**config.mk**
```make
export PLATFORM = sky130hd
export DESIGN_NAME = systolic_sample_feeder
export DESIGN_NICKNAME = d
export VERILOG_FILES = /design/src/rtl/systolic_sample_feeder.sv
export SDC_FILE = /design/constraint.sdc
export NUM_CORES = 1
export LEC_CHECK = 0
export BUFFER_PORTS_ARGS = -buffer_cell sky130_fd_sc_hd__buf_2
export CAP_MARGIN = 15
export CORE_MARGIN = 4
export CORE_UTILIZATION = 25
export CTS_CLUSTER_DIAMETER = 30
export DETAILED_ROUTE_END_ITERATION = 8
export GPL_TIMING_DRIVEN = 0
export PLACE_DENSITY = 0.52
export SYNTH_ARGS = -nofsm -noshare
export SYNTH_HDL_FRONTEND = slang
export SYNTH_SLANG_ARGS = --single-unit
```
**constraint.sdc**
```tcl
create_clock -name clk30x -period 4.8 [get_ports clk30x]
set_input_delay 0.72 -clock clk30x [delete_from_list [all_inputs] [get_ports clk30x]]
set_output_delay 0.72 -clock clk30x [all_outputs]
set_load 0.01 [all_outputs]
```
**src/rtl/systolic_sample_feeder.sv**
```systemverilog
// Sample sequencer for the systolic interpolation PE chain: buffers source words,
// issues one word per programmable-length slot, and captures the frame result.
module systolic_sample_feeder #(
  parameter int WORDLENGTH = 16,
  parameter int TAPS       = 8,
  parameter int DEPTH      = 16
) (
  input  logic                    clk30x,
  input  logic                    reset,
  input  logic                    clear,
  input  logic [WORDLENGTH-1:0]   in_word,
  input  logic                    in_valid,
  output logic                    in_ready,
  input  logic [31:0]             period,
  output logic [WORDLENGTH-1:0]   pe_word,
  output logic [2:0]              pe_index,
  output logic                    pe_strobe,
  input  logic [WORDLENGTH-1:0]   pe_result,
  output logic [WORDLENGTH-1:0]   result_word,
  output logic                    result_valid,
  output logic [$clog2(DEPTH):0]  fifo_level
);

  localparam int AW = $clog2(DEPTH);
  localparam int LW = AW + 1;
  localparam logic [LW-1:0] FULL_LEVEL = LW'(DEPTH);
  localparam logic [2:0]    LAST_TAP   = 3'(TAPS - 1);

  typedef enum logic {
    IDLE = 1'b0,
    SLOT = 1'b1
  } state_t;

  // FIFO storage and bookkeeping
  logic [WORDLENGTH-1:0] mem_q [DEPTH];
  logic [AW-1:0]         wr_ptr_q, rd_ptr_q;
  logic [LW-1:0]         level_q, level_d;

  // Sequencer state
  state_t                state_q;
  logic [31:0]           slot_cnt_q;
  logic [31:0]           slot_len_q;
  logic [WORDLENGTH-1:0] pe_word_q;
  logic [2:0]            pe_index_q;
  logic                  pe_strobe_q;
  logic [WORDLENGTH-1:0] result_word_q;
  logic                  result_valid_q;

  logic fifo_empty;
  logic slot_end;
  logic push;
  logic pop;

  // Full is judged on the registered level only, so a same-cycle pop never
  // reopens in_ready; this keeps in_ready free of any path from the sequencer.
  assign in_ready = (level_q != FULL_LEVEL);

  always_comb begin
    // NOTE: every always_comb output gets a default first so no latch is inferred.
    level_d    = level_q;
    fifo_empty = (level_q == '0);
    slot_end   = (state_q == SLOT) && (slot_cnt_q == slot_len_q);
    push       = in_valid && in_ready && !clear;
    pop        = !clear && !fifo_empty && ((state_q == IDLE) || slot_end);
    if (push && !pop) begin
      level_d = level_q + LW'(1);
    end else if (pop && !push) begin
      level_d = level_q - LW'(1);
    end
  end

  always_ff @(posedge clk30x or negedge reset) begin
    // NOTE: sequential state uses non-blocking assignments so every register
    // samples the pre-edge values regardless of statement order.
    if (!reset) begin
      wr_ptr_q <= '0;
      rd_ptr_q <= '0;
      level_q  <= '0;
    end else if (clear) begin
      wr_ptr_q <= '0;
      rd_ptr_q <= '0;
      level_q  <= '0;
    end else begin
      if (push) wr_ptr_q <= wr_ptr_q + AW'(1);
      if (pop)  rd_ptr_q <= rd_ptr_q + AW'(1);
      level_q <= level_d;
    end
  end

  // NOTE: the storage array has no reset; a word is only ever read after it is
  // written, and leaving it unreset lets it map onto plain RAM.
  always_ff @(posedge clk30x) begin
    if (push) begin
      mem_q[wr_ptr_q] <= in_word;
    end
  end

  always_ff @(posedge clk30x or negedge reset) begin
    if (!reset) begin
      state_q        <= IDLE;
      slot_cnt_q     <= '0;
      slot_len_q     <= '0;
      pe_word_q      <= '0;
      pe_index_q     <= '0;
      pe_strobe_q    <= 1'b0;
      result_word_q  <= '0;
      result_valid_q <= 1'b0;
    end else begin
      pe_strobe_q    <= 1'b0;
      result_valid_q <= 1'b0;
      if (clear) begin
        state_q    <= IDLE;
        slot_cnt_q <= '0;
        pe_index_q <= '0;
      end else begin
        // Slot end: retire the current tap, capturing the frame on the last one.
        if (slot_end) begin
          if (pe_index_q == LAST_TAP) begin
            result_word_q  <= pe_result;
            result_valid_q <= 1'b1;
          end
          pe_index_q <= pe_index_q + 3'd1;
        end

        if (pop) begin
          pe_word_q   <= mem_q[rd_ptr_q];
          pe_strobe_q <= 1'b1;
          slot_len_q  <= period;
          slot_cnt_q  <= '0;
          state_q     <= SLOT;
        end else if (state_q == SLOT) begin
          if (slot_end) begin
            state_q <= IDLE;
          end else begin
            slot_cnt_q <= slot_cnt_q + 32'd1;
          end
        end
      end
    end
  end

  assign pe_word      = pe_word_q;
  assign pe_index     = pe_index_q;
  assign pe_strobe    = pe_strobe_q;
  assign result_word  = result_word_q;
  assign result_valid = result_valid_q;
  assign fifo_level   = level_q;

endmodule

```
==> qor.yml, run 1 <==
netlist_area_um2: 15510
crit_required_ns: 5.25
synth_nets: 966
grt_pass1_vias: 9342
drv_cap: 0
num_vias: 8867
initial_core_util: 0.2518
io_buffers: 110
clk_pin_slew_ns: 0.05
start_kind: "register"
place_congestion: 0.8037
dp_slack_ns: 1.316
rr_worst_depth: 13
leakagePower_nw: 7.545
worstMarginPinSlew_ns: 1.062
syn-instance-count: 887
synth_area_leaders: "edfxtp_1 (50%), dfrtp_1 (19%), mux4_2 (12%), mux2_2 (4.0%), xor2_1 (2.2%)"
instances_no_fill: 2018
netlist.area_leader.share: 0.4956
grt_pass1_wl_um: 61150
final_max_slew_viol_count: 0
viasPerCell: 4.394
grt.overflow.total: 0
drtIter0Drc: 655
numCtsBuffers: 84
dieHeight_um: 257.1
synth.distinct_cells: 70
grt_max_degree: 63
relSlewSlack: 0.2919
r2r_setup_slack_ns: 1.42
root_buffer: "clkbuf_16"
yosysTopAreaCell: "edfxtp_1"
fin_nets: 1191
cpMostUsedCell: "nor3_1"
hold_slack_ns: 0.1068
hold_path.class: "in2async"
post-place-cells: 1861
status: "finished clean"
synth-main-ff-cell: "edfxtp_1"
ant_nets: 0
wl_um: 40640
tritoncts: "yes"
crit_buf_inv: 2
grt_usage: 0.1234
fin_skew_ns: 0.04413
r2r_end: "fifo_level[2]"
setup-tns-final_ns: 0
routedWlPerCell_um: 20.14
htree_levels: 3
synth_seq_area_share: 0.6811
rsz0062_at_grt: "false"
row_count: 91
syn2layout_area_growth_pct: 32.08
hold_violations: 0
ioPinCount: 111
fill_cells: 5899
drc: 0
crit_path_top_delay_cell: "dfrtp_1"
cts_sinks: 371
timing.final.ws_setup_ns: 1.422
postCtsHoldBufs: 0
die_x_um: 257.1
drt_pre_antenna_iters: 5
powerDensity_nw_per_um2: 573.7
clock_latency_ns: 0.61
synthArstFlopShare: 0.3100
path_class: "reg2reg"
syn_area_per_cell_um2: 17.49
hpwl_um: 26950
worstPathArrival_ns: 3.83
antenna_found_initial: 3
ys.warnings.count: 0
setup_viol: 0
cp_max_fo: 10
fp.coreArea_um2: 61600
fmax_mhz: 296.0
design.die.area_um2: 66090
slowest_delay_ns: 0.46
min_period_over_period: 0.7037
end_kind: "register"
vdd_drop_max_v: 0.0002875
cts_setup_buffers: 0
synth-edff-count: 256
drive_gt1_frac: 0.4029
layout_min_cycle_time_ns: 3.378
ctsResizeCount: 0
cp_cell_sequence: "xor2_1, nor4_1, nand4_2, o21ai_2, buf_4, buf_4, a211oi_1, a21oi_1, ha_1, nor3_1, and3_1, nor3_1, nor3_1"
clockBufferDepth: 3
r2r-start: "slot_cnt_q[1]"
ys_seq_elements: 371
crit_family: "simple AND/OR/NAND/NOR gates"
==> cell type report <==
type / instances / area (um2) / share of cell area
clock inverter: 43 / 560.5 / 0.02736
tap: 837 / 1047 / 0.05112
antenna: 2 / 5.005 / 0.0002443
inverter: 17 / 63.81 / 0.003115
multi-input combinational: 456 / 4727 / 0.2307
timing repair buffer: 139 / 953.4 / 0.04654
buffer: 43 / 222.7 / 0.01087
sequential: 371 / 10570 / 0.5157
clock buffer: 110 / 2342 / 0.1143
==> worst max path at each step <==
| stage | endpoint | slack (ns) | from | cells past startpoint |
|---|---|---|---|---|
| 3_5_place_dp | mem_q[11][0] | 1.32 | in_valid | 7 |
| 4_1_cts | fifo_level[2] | 1.43 | slot_cnt_q[11] | 13 |
| 5_1_grt | fifo_level[2] | 1.24 | slot_cnt_q[1] | 13 |
| 6_report | fifo_level[2] | 1.42 | slot_cnt_q[1] | 13 |
| 2_1_floorplan | mem_q[11][0] | 1.15 | in_valid | 4 |
| 3_3_place_gp | mem_q[11][0] | -1.74 | in_valid | 5 |
==> cells in the mapped netlist, types with 9 or more instances <==
| cell | count |
|---|---|
| edfxtp_1 | 256 |
| dfrtp_1 | 115 |
| mux4_2 | 80 |
| mux2_2 | 55 |
| nor2_1 | 47 |
| xor2_1 | 39 |
| nand2_1 | 30 |
| a21oi_1 | 25 |
| xnor2_1 | 21 |
| clkbuf_1 | 19 |
| nand3_1 | 18 |
| inv_1 | 17 |
| ha_1 | 11 |
| nor4_1 | 11 |
| a211oi_1 | 10 |
| buf_2 | 10 |
| mux2_1 | 9 |
==> per-layer routing <==
layer | GRT usage | vias up | routed length (um)
met1 | 0.1678 | 4587 | 18350
met5 | 0 | - | 13
li1 | - | 3953 | -
met2 | 0.1926 | 246 | 18960
met3 | 0.03376 | 79 | 2328
met4 | 0.03985 | 2 | 990
==> through the flow <==
stage,util,total power [mW],area [um2]
global route,0.3325,12.29,20480
detailed placement,0.2849,6.095,17550
finish,0.3326,11.75,20490
global placement,0.2778,6.055,17110
CTS,0.3320,11.92,20450
floorplan,-,5.329,15510
==> report_power, final <==
| group | internal [mW] | leakage [nW] | total (mW) | switching [mW] |
|---|---|---|---|---|
| sequential | 3.72 | 3.80 | 3.93 | 0.213 |
| combinational | 0.975 | 2.35 | 2.09 | 1.11 |
| clock | 3.92 | 1.40 | 5.74 | 1.82 |
==> cells by family after synthesis <==
logic type / count (synthesis) / share of synthesized area
multiplexers: 147 / 0.1646
AND/OR/NAND/NOR: 169 / 0.06300
adder cells (fa/ha/maj): 11 / 0.008873
buffers and inverters: 60 / 0.01847
AO/OA/AOI/OAI: 69 / 0.03009
flip-flops: 371 / 0.6811
XOR/XNOR: 60 / 0.03388
==> flip-flops by register name (all words and copies together), names as in the netlist <==
| name | flops |
|---|---|
| result_valid | 1 |
| mem_q | 256 |
| wr_ptr_q | 4 |
| slot_cnt_q | 32 |
| result_word | 16 |
| pe_strobe | 1 |
| rd_ptr_q | 4 |
| slot_len_q | 32 |
| state_q | 1 |
| pe_index | 3 |
| pe_word | 16 |
| fifo_level | 5 |
==> placed cells by master (no fill, tap or decap), types with 17 or more instances in the layout <==
master	instances
edfxtp_1	256
buf_2	119
dfrtp_1	115
clkbuf_16	86
mux4_2	80
mux2_2	55
xor2_1	39
nor2_1	38
clkbuf_1	33
nand2_1	30
a21oi_1	25
xnor2_1	21
nand3_1	18
inv_1	17
Power figures use the tool's default switching activity.
==> run 2: changes to the inputs <==
Settings changed: ABC_AREA set to 1.
Clock period 4.8 ns to 3.2 ns, I/O delays scaled along.
==> run 2 against run 1 <==
Clock skew is 0.023 ns lower; die area up 1.2%; sequential share of layout area up 0.079 points; wire length increased by 22%; fmax up 14%; largest cell class unchanged; largest power group unchanged.
==> qor.yml, run 2 <==
synth-edff-count: 256  # unchanged
dieHeight_um: 258.6  # was 257.1 um
grt_max_degree: 72  # was 63
vdd_drop_max_v: 0.0006002  # was 0.0002875 V
grt_use_met1: 0.1989  # was 0.1678
clkPwrFrac: 0.461  # was 0.488
grt_usage: 0.1457  # was 0.1234
yosysTopAreaCell: "edfxtp_1"  # unchanged
tritoncts: "yes"  # unchanged
rr_worst_depth: 7  # was 13
hold_path.class: "in2reg"  # was in2async
swShare: 0.3141  # was 0.2673
syn_area_per_cell_um2: 11.30  # was 17.49 um2
place_congestion: 0.8434  # was 0.8037
netlist_area_um2: 15700  # was 15510 um2
cp_cell_sequence: "inv_1, nand4_1, nand2_1, nor2_2, clkinv_1, nor3_2, buf_6"  # was xor2_1, nor4_1, nand4_2, o21ai_2, buf_4, buf_4, a211oi_1, a21oi_1, ha_1, nor3_1, and3_1, nor3_1, nor3_1
syn2layout_area_growth_pct: 30.31  # was 32.08%
p_seq_frac: 0.335  # was 0.334
grt_pass1_vias: 11690  # was 9342
drv_cap: 0  # unchanged
setup-tns-final_ns: 0  # unchanged
rsz0062_at_grt: "false"  # unchanged
powerDensity_nw_per_um2: 860.8  # was 573.7 nW/um2
num_vias: 11830  # was 8867
fmax_mhz: 338.5  # was 296.0 MHz
ctsResizeCount: 0  # unchanged
crit_path_top_delay_cell: "nor3_2"  # was dfrtp_1
reg_top3: "mem_q (256), slot_cnt_q (32), slot_len_q (32)"  # unchanged
met2_usage: 0.2286  # was 0.1926
synthArstFlopShare: 0.3100  # unchanged
drive_gt1_frac: 0.2072  # was 0.4029
hpwl_um: 33640  # was 26950 um
numCtsBuffers: 80  # was 84
synth_nets: 1468  # was 966
layout_commonest_cell: "edfxtp_1"  # unchanged
relSlewSlack: 0.3490  # was 0.2919
holdCritStartpoint: "period[11]"
slowest_delay_ns: 0.84  # was 0.46 ns
ioPinCount: 111  # unchanged
cts_sinks: 371  # unchanged
final_max_slew_viol_count: 0  # unchanged
grt-busiest-layer: "met2"  # unchanged
largest_reg_flops: 256  # unchanged
routedWlPerCell_um: 19.75  # was 20.14 um
initial_core_util: 0.2534  # was 0.2518
die_x_um: 258.6  # was 257.1 um
min_period_over_period: 0.9233  # was 0.7037
fin_nets: 1689  # was 1191
status: "finished clean"  # unchanged
htree_levels: 3  # unchanged
start_kind: "register"  # unchanged
synth_seq_area_share: 0.6730  # was 0.6811
yosysMostFrequentCell: "edfxtp_1"  # unchanged
syn-instance-count: 1389  # was 887
hold_slack_ns: 0.07905  # was 0.1068 ns
clock_latency_ns: 0.60  # was 0.61 ns
worstMarginPinSlew_ns: 0.9712  # was 1.062 ns
antenna_found_initial: 3  # unchanged
drt_pre_antenna_iters: 5  # unchanged
io_buffers: 110  # unchanged
path_class: "reg2reg"  # unchanged
drc: 0  # unchanged
grt_pass1_wl_um: 74090  # was 61150 um
r2r_end: "mem_q[6][6]"  # was fifo_level[2]
synth_area_leaders: "edfxtp_1 (49%), dfrtp_1 (18%), nand2_1 (5.7%), o21ai_0 (4.8%), nor2_1 (4.5%)"  # was edfxtp_1 (50%), dfrtp_1 (19%), mux4_2 (12%), mux2_2 (4.0%), xor2_1 (2.2%)
synth-main-ff-cell: "edfxtp_1"  # unchanged
grt.overflow.total: 0  # unchanged
holdPathStages: 3
multi_input_area_um2: 4561  # was 4727 um2
clockBufferDepth: 3  # unchanged
worstPathArrival_ns: 3.24  # was 3.83 ns
leakagePower_nw: 7.713  # was 7.545 nW
ys.warnings.count: 0  # unchanged
fp.coreArea_um2: 61940  # was 61600 um2
ys_seq_elements: 371  # unchanged
setup_viol: 0  # unchanged
fill_cells: 6282  # was 5899
end_kind: "register"  # unchanged
seq_area_um2: 10570  # unchanged
insertedDiodeCount: 0  # was 2
ant_nets: 0  # unchanged
layout_min_cycle_time_ns: 2.954  # was 3.378 ns
p_comb_frac: 0.204  # was 0.177
r2r-start: "fifo_level[0]"  # was slot_cnt_q[1]
r2r_setup_slack_ns: 0.25  # was 1.42 ns
row_count: 91  # unchanged
synth.distinct_cells: 47  # was 70
crit_required_ns: 3.48  # was 5.25 ns
min_to: "slot_len_q[11]"
grtUsageMet3: 0.03508  # was 0.03376
viasPerCell: 4.711  # was 4.394
p_int_mw: 12.08  # was 8.613 mW
drtIter0Drc: 1152  # was 655
wl_um: 49620  # was 40640 um
regMostFlops: "mem_q"  # unchanged
design.die.area_um2: 66860  # was 66090 um2
root_buffer: "clkbuf_16"  # unchanged
p_sw_mw: 5.531  # was 3.142 mW
synth_common_cells: "edfxtp_1 (256), nand2_1 (240), nor2_1 (187)"  # was edfxtp_1 (256), dfrtp_1 (115), mux4_2 (80)
fin_skew_ns: 0.02096  # was 0.04413 ns
clk_pin_slew_ns: 0.04  # was 0.05 ns
netlist.area_leader.share: 0.4897  # was 0.4956
hold_violations: 0  # unchanged
cp_max_fo: 9  # was 10
final_cell_mix: "edfxtp_1 (256), nand2_1 (240), nor2_1 (183)"  # was edfxtp_1 (256), buf_2 (119), dfrtp_1 (115)
[run 2: area by class of cell]
| type | count | share of cell area |
|---|---|---|
| sequential | 371 | 0.5165 |
| multi-input combinational | 871 | 0.2229 |
| clock buffer | 99 | 0.1053 |
| tap | 837 | 0.05120 |
| timing repair buffer | 139 | 0.04661 |
| clock inverter | 48 | 0.02612 |
| buffer | 73 | 0.01762 |
| inverter | 74 | 0.01376 |
[run 2: layer usage]
metal  share of wire  vias to the layer above
met4           0.031                        2
met5         0.00014                        -
met1            0.43                     5746
met2            0.45                      575
met3           0.083                      118
li1                -                     5392
[run 2: kinds of logic (layout without fill, tap and decap cells)]
| kind of cell | after synthesis | after routing | share of synthesized area |
|---|---|---|---|
| AND/OR/NAND/NOR | 534 | 534 | 0.1466 |
| adder cells (fa/ha/maj) | 11 | 11 | 0.008768 |
| XOR/XNOR | 34 | 34 | 0.01945 |
| flip-flops | 371 | 371 | 0.6730 |
| AO/OA/AOI/OAI | 292 | 292 | 0.1113 |
| buffers and inverters | 147 | 433 | 0.04089 |
[run 2: stage by stage]
stage	cell area, um2	util	setup slack, ns	total power [mW]	instances
2_1_floorplan	15700	-	0.2797	8.020	1389
3_3_place_gp	17300	0.2792	-1.852	9.480	2336
3_5_place_dp	17760	0.2867	-0.1219	9.558	2364
4_1_cts	20460	0.3303	0.2012	17.75	2512
5_1_grt	20460	0.3303	0.01128	18.42	2512
6_report	20460	0.3303	0.2455	17.61	2512
[run 2: power by group through the flow]
stage	clock, mW	combinational, mW	sequential, mW
after CTS	8.24	3.61	5.90
after global placement	0	3.51	5.97
final	8.11	3.59	5.90
after floorplan	0	2.11	5.91
after detailed placement	0	3.59	5.97
after global routing	8.52	3.97	5.94
[run 2: critical path, delay by kind of cell (launching register included)]
kind                   cells  cell delay (ns)
AND/OR/NAND/NOR            4             1.43
buffers and inverters      3             0.77
flip-flops                 1             0.42
[run 2: repair_timing]
action	in CTS	in global routing
endpoints found under the hold margin	70	0
buffers inserted	0	0
hold buffers	1	0
[run 2: worst max path at each step]
stage / start / end / slack, ns / cells after the start
2_1_floorplan: fifo_level[0] / mem_q[10][0] / 0.28 / 6
3_3_place_gp: clear / mem_q[5][3] / -1.85 / 5
3_5_place_dp: clear / mem_q[6][7] / -0.12 / 6
4_1_cts: fifo_level[0] / mem_q[6][4] / 0.20 / 7
5_1_grt: fifo_level[0] / mem_q[6][4] / 0.01 / 7
6_report: fifo_level[0] / mem_q[6][6] / 0.25 / 7
==> run 3: changes to the inputs <==
Settings changed: ABC_AREA 1 to not set.
==> run 3 against run 2 <==
Sequential power about the same; die area decreased by 1.2%; clock power up 6.8%; cell count decreased by 20%; fmax is 4.3% lower; critical path type unchanged; worst setup slack got worse by 0.13 ns; total power rose by 0.20%; non-clock buffer count shrank 31; combinational power down 14%; highest routed layer unchanged; flip-flop and latch count did not move.
==> qor.yml, run 3 (synthesis gave the netlist of run 1 again) <==
status: "finished clean"  # unchanged
hpwl_um: 27020  # was 33640 um
fill_cells: 5931  # was 6282
dieHeight_um: 257.1  # was 258.6 um
p_sw_mw: 4.761  # was 5.531 mW
drtIter0Drc: 523  # was 1152
syn2layout_area_growth_pct: 32.59  # was 30.31%
clockBufferDepth: 3  # unchanged
vdd_drop_max_v: 0.0004890  # was 0.0006002 V
fmax_mhz: 323.8  # was 338.5 MHz
hold_violations: 0  # unchanged
io_buffers: 110  # unchanged
fp.coreArea_um2: 61600  # was 61940 um2
min_period_over_period: 0.9650  # was 0.9233
worstPathArrival_ns: 3.58  # was 3.24 ns
reg_top3: "mem_q (256), slot_cnt_q (32), slot_len_q (32)"  # unchanged
cp_max_fo: 10  # was 9
path_class: "reg2reg"  # unchanged
final_cell_mix: "edfxtp_1 (256), buf_2 (119), dfrtp_1 (115)"  # was edfxtp_1 (256), nand2_1 (240), nor2_1 (183)
layout_commonest_cell: "edfxtp_1"  # unchanged
initial_core_util: 0.2518  # was 0.2534
final_util: 0.3339  # was 0.3303
htree_levels: 3  # unchanged
grt_pass1_vias: 9588  # was 11690
clock_latency_ns: 0.61  # was 0.60 ns
seq_area_um2: 10570  # unchanged
postLayoutCellArea_um2: 20570  # was 20460 um2
num_vias: 8885  # was 11830
placed_cell_area_um2: 17560  # was 17760 um2
p_comb_frac: 0.176  # was 0.204
antenna_found_initial: 3  # unchanged
largest_reg_flops: 256  # unchanged
ioPinCount: 111  # unchanged
powerDensity_nw_per_um2: 857.9  # was 860.8 nW/um2
drc: 0  # unchanged
fin_nets: 1191  # was 1689
multi_input_area_um2: 4778  # was 4561 um2
relSlewSlack: 0.2956  # was 0.3490
regMostFlops: "mem_q"  # unchanged
drive_gt1_frac: 0.4049  # was 0.2072
clkPwrFrac: 0.491  # was 0.461
end_kind: "register"  # unchanged
routedWlPerCell_um: 19.92  # was 19.75 um
die_x_um: 257.1  # was 258.6 um
drt_pre_antenna_iters: 5  # unchanged
cts_sinks: 371  # unchanged
p_int_mw: 12.88  # was 12.08 mW
rsz0062_at_grt: "true"  # was false
crit_required_ns: 3.69  # was 3.48 ns
setup_viol: 0  # unchanged
grt.overflow.total: 0  # unchanged
final_max_slew_viol_count: 0  # unchanged
numCtsBuffers: 85  # was 80
drv_cap: 0  # unchanged
design.die.area_um2: 66090  # was 66860 um2
place_congestion: 0.7731  # was 0.8434
leakagePower_nw: 7.553  # was 7.713 nW
worstMarginPinSlew_ns: 1.057  # was 0.9712 ns
fin_skew_ns: 0.02870  # was 0.02096 ns
ant_nets: 0  # unchanged
swShare: 0.2699  # was 0.3141
wl_um: 40270  # was 49620 um
clk_pin_slew_ns: 0.05  # was 0.04 ns
viasPerCell: 4.394  # was 4.711
grt_max_degree: 90  # was 72
hold_path.class: "in2reg"  # unchanged
layout_min_cycle_time_ns: 3.088  # was 2.954 ns
p_seq_frac: 0.334  # was 0.335
start_kind: "register"  # unchanged
grt_pass1_wl_um: 61550  # was 74090 um
root_buffer: "clkbuf_16"  # unchanged
grt_usage: 0.1235  # was 0.1457
row_count: 91  # unchanged
tritoncts: "yes"  # unchanged
run 3: cell type report:
type	count	area share
flip-flops and latches	371	0.5137
multi-input cells	456	0.2323
clock buffers	100	0.1091
well taps	837	0.05092
repair buffers	138	0.04648
clock inverters	58	0.03310
plain buffers	43	0.01095
inverters	17	0.003103
diodes	2	0.0002434
run 3: metal layers:
layer,global-route usage,vias up,part of all wire
met4,0.03228,2,0.020
met5,0,-,0.00032
li1,-,3963,-
met1,0.1590,4629,0.44
met3,0.03572,72,0.052
met2,0.2054,219,0.49
run 3: worst paths after layout:
| check | startpoint | endpoint | slack, ns | depth (start not counted) |
|---|---|---|---|---|
| max reg2reg | rd_ptr_q[1] | pe_word[15] | 0.11 | 5 |
| max | rd_ptr_q[1] | pe_word[15] | 0.11 | 5 |
| min in group asynchronous | reset | pe_word[15] | 0.34 | 2 |
| min reg2reg | pe_word[9] | pe_word[9] | 0.48 | 1 |
| max in group asynchronous | reset | result_word[6] | 2.03 | 3 |
| min | period[28] | slot_len_q[28] | 0.09 | 2 |
run 3: repair_timing:
| item | CTS | global route |
|---|---|---|
| gates resized for setup | 1 | 10 |
| hold buffers | 1 | 0 |
| pin swaps | 3 | 2 |
| hold endpoints to repair | 26 | 0 |
| setup buffers | 2 | 1 |
| endpoints found under the setup margin | 2 | 25 |
run 3: worst max-delay path, cell delays in order (launching register included):
cell and delay (ns):
dfrtp_1 0.41, clkbuf_1 0.57, clkbuf_1 0.69, mux4_2 0.43, mux4_2 0.56, mux2_2 0.30
run 3: power by group through the flow:
| stage | clock network, mW | logic (mW) | registers, mW |
|---|---|---|---|
| after floorplan | 0 | 2.06 | 5.93 |
| after global placement | 0 | 3.09 | 5.96 |
| after detailed placement | 0 | 3.14 | 5.96 |
| after CTS | 8.84 | 3.17 | 5.89 |
| after global routing | 9.14 | 3.41 | 5.94 |
| final | 8.66 | 3.10 | 5.89 |
run 3: stage by stage:
stage | setup WS [ns] | TNS (ns) | std cells | hold slack [ns] | power (mW)
floorplan | 0.1613 | 0 | 887 | 0.1844 | 7.994
CTS | 0.01131 | 0 | 2018 | 0.04716 | 17.90
finish | 0.1120 | 0 | 2022 | 0.09343 | 17.64
detailed placement | -0.1194 | -0.1194 | 1857 | 0.3988 | 9.104
global placement | -2.310 | -186.16 | 1834 | 0.4643 | 9.049
global route | -0.03357 | -0.03357 | 2020 | 0.05829 | 18.48
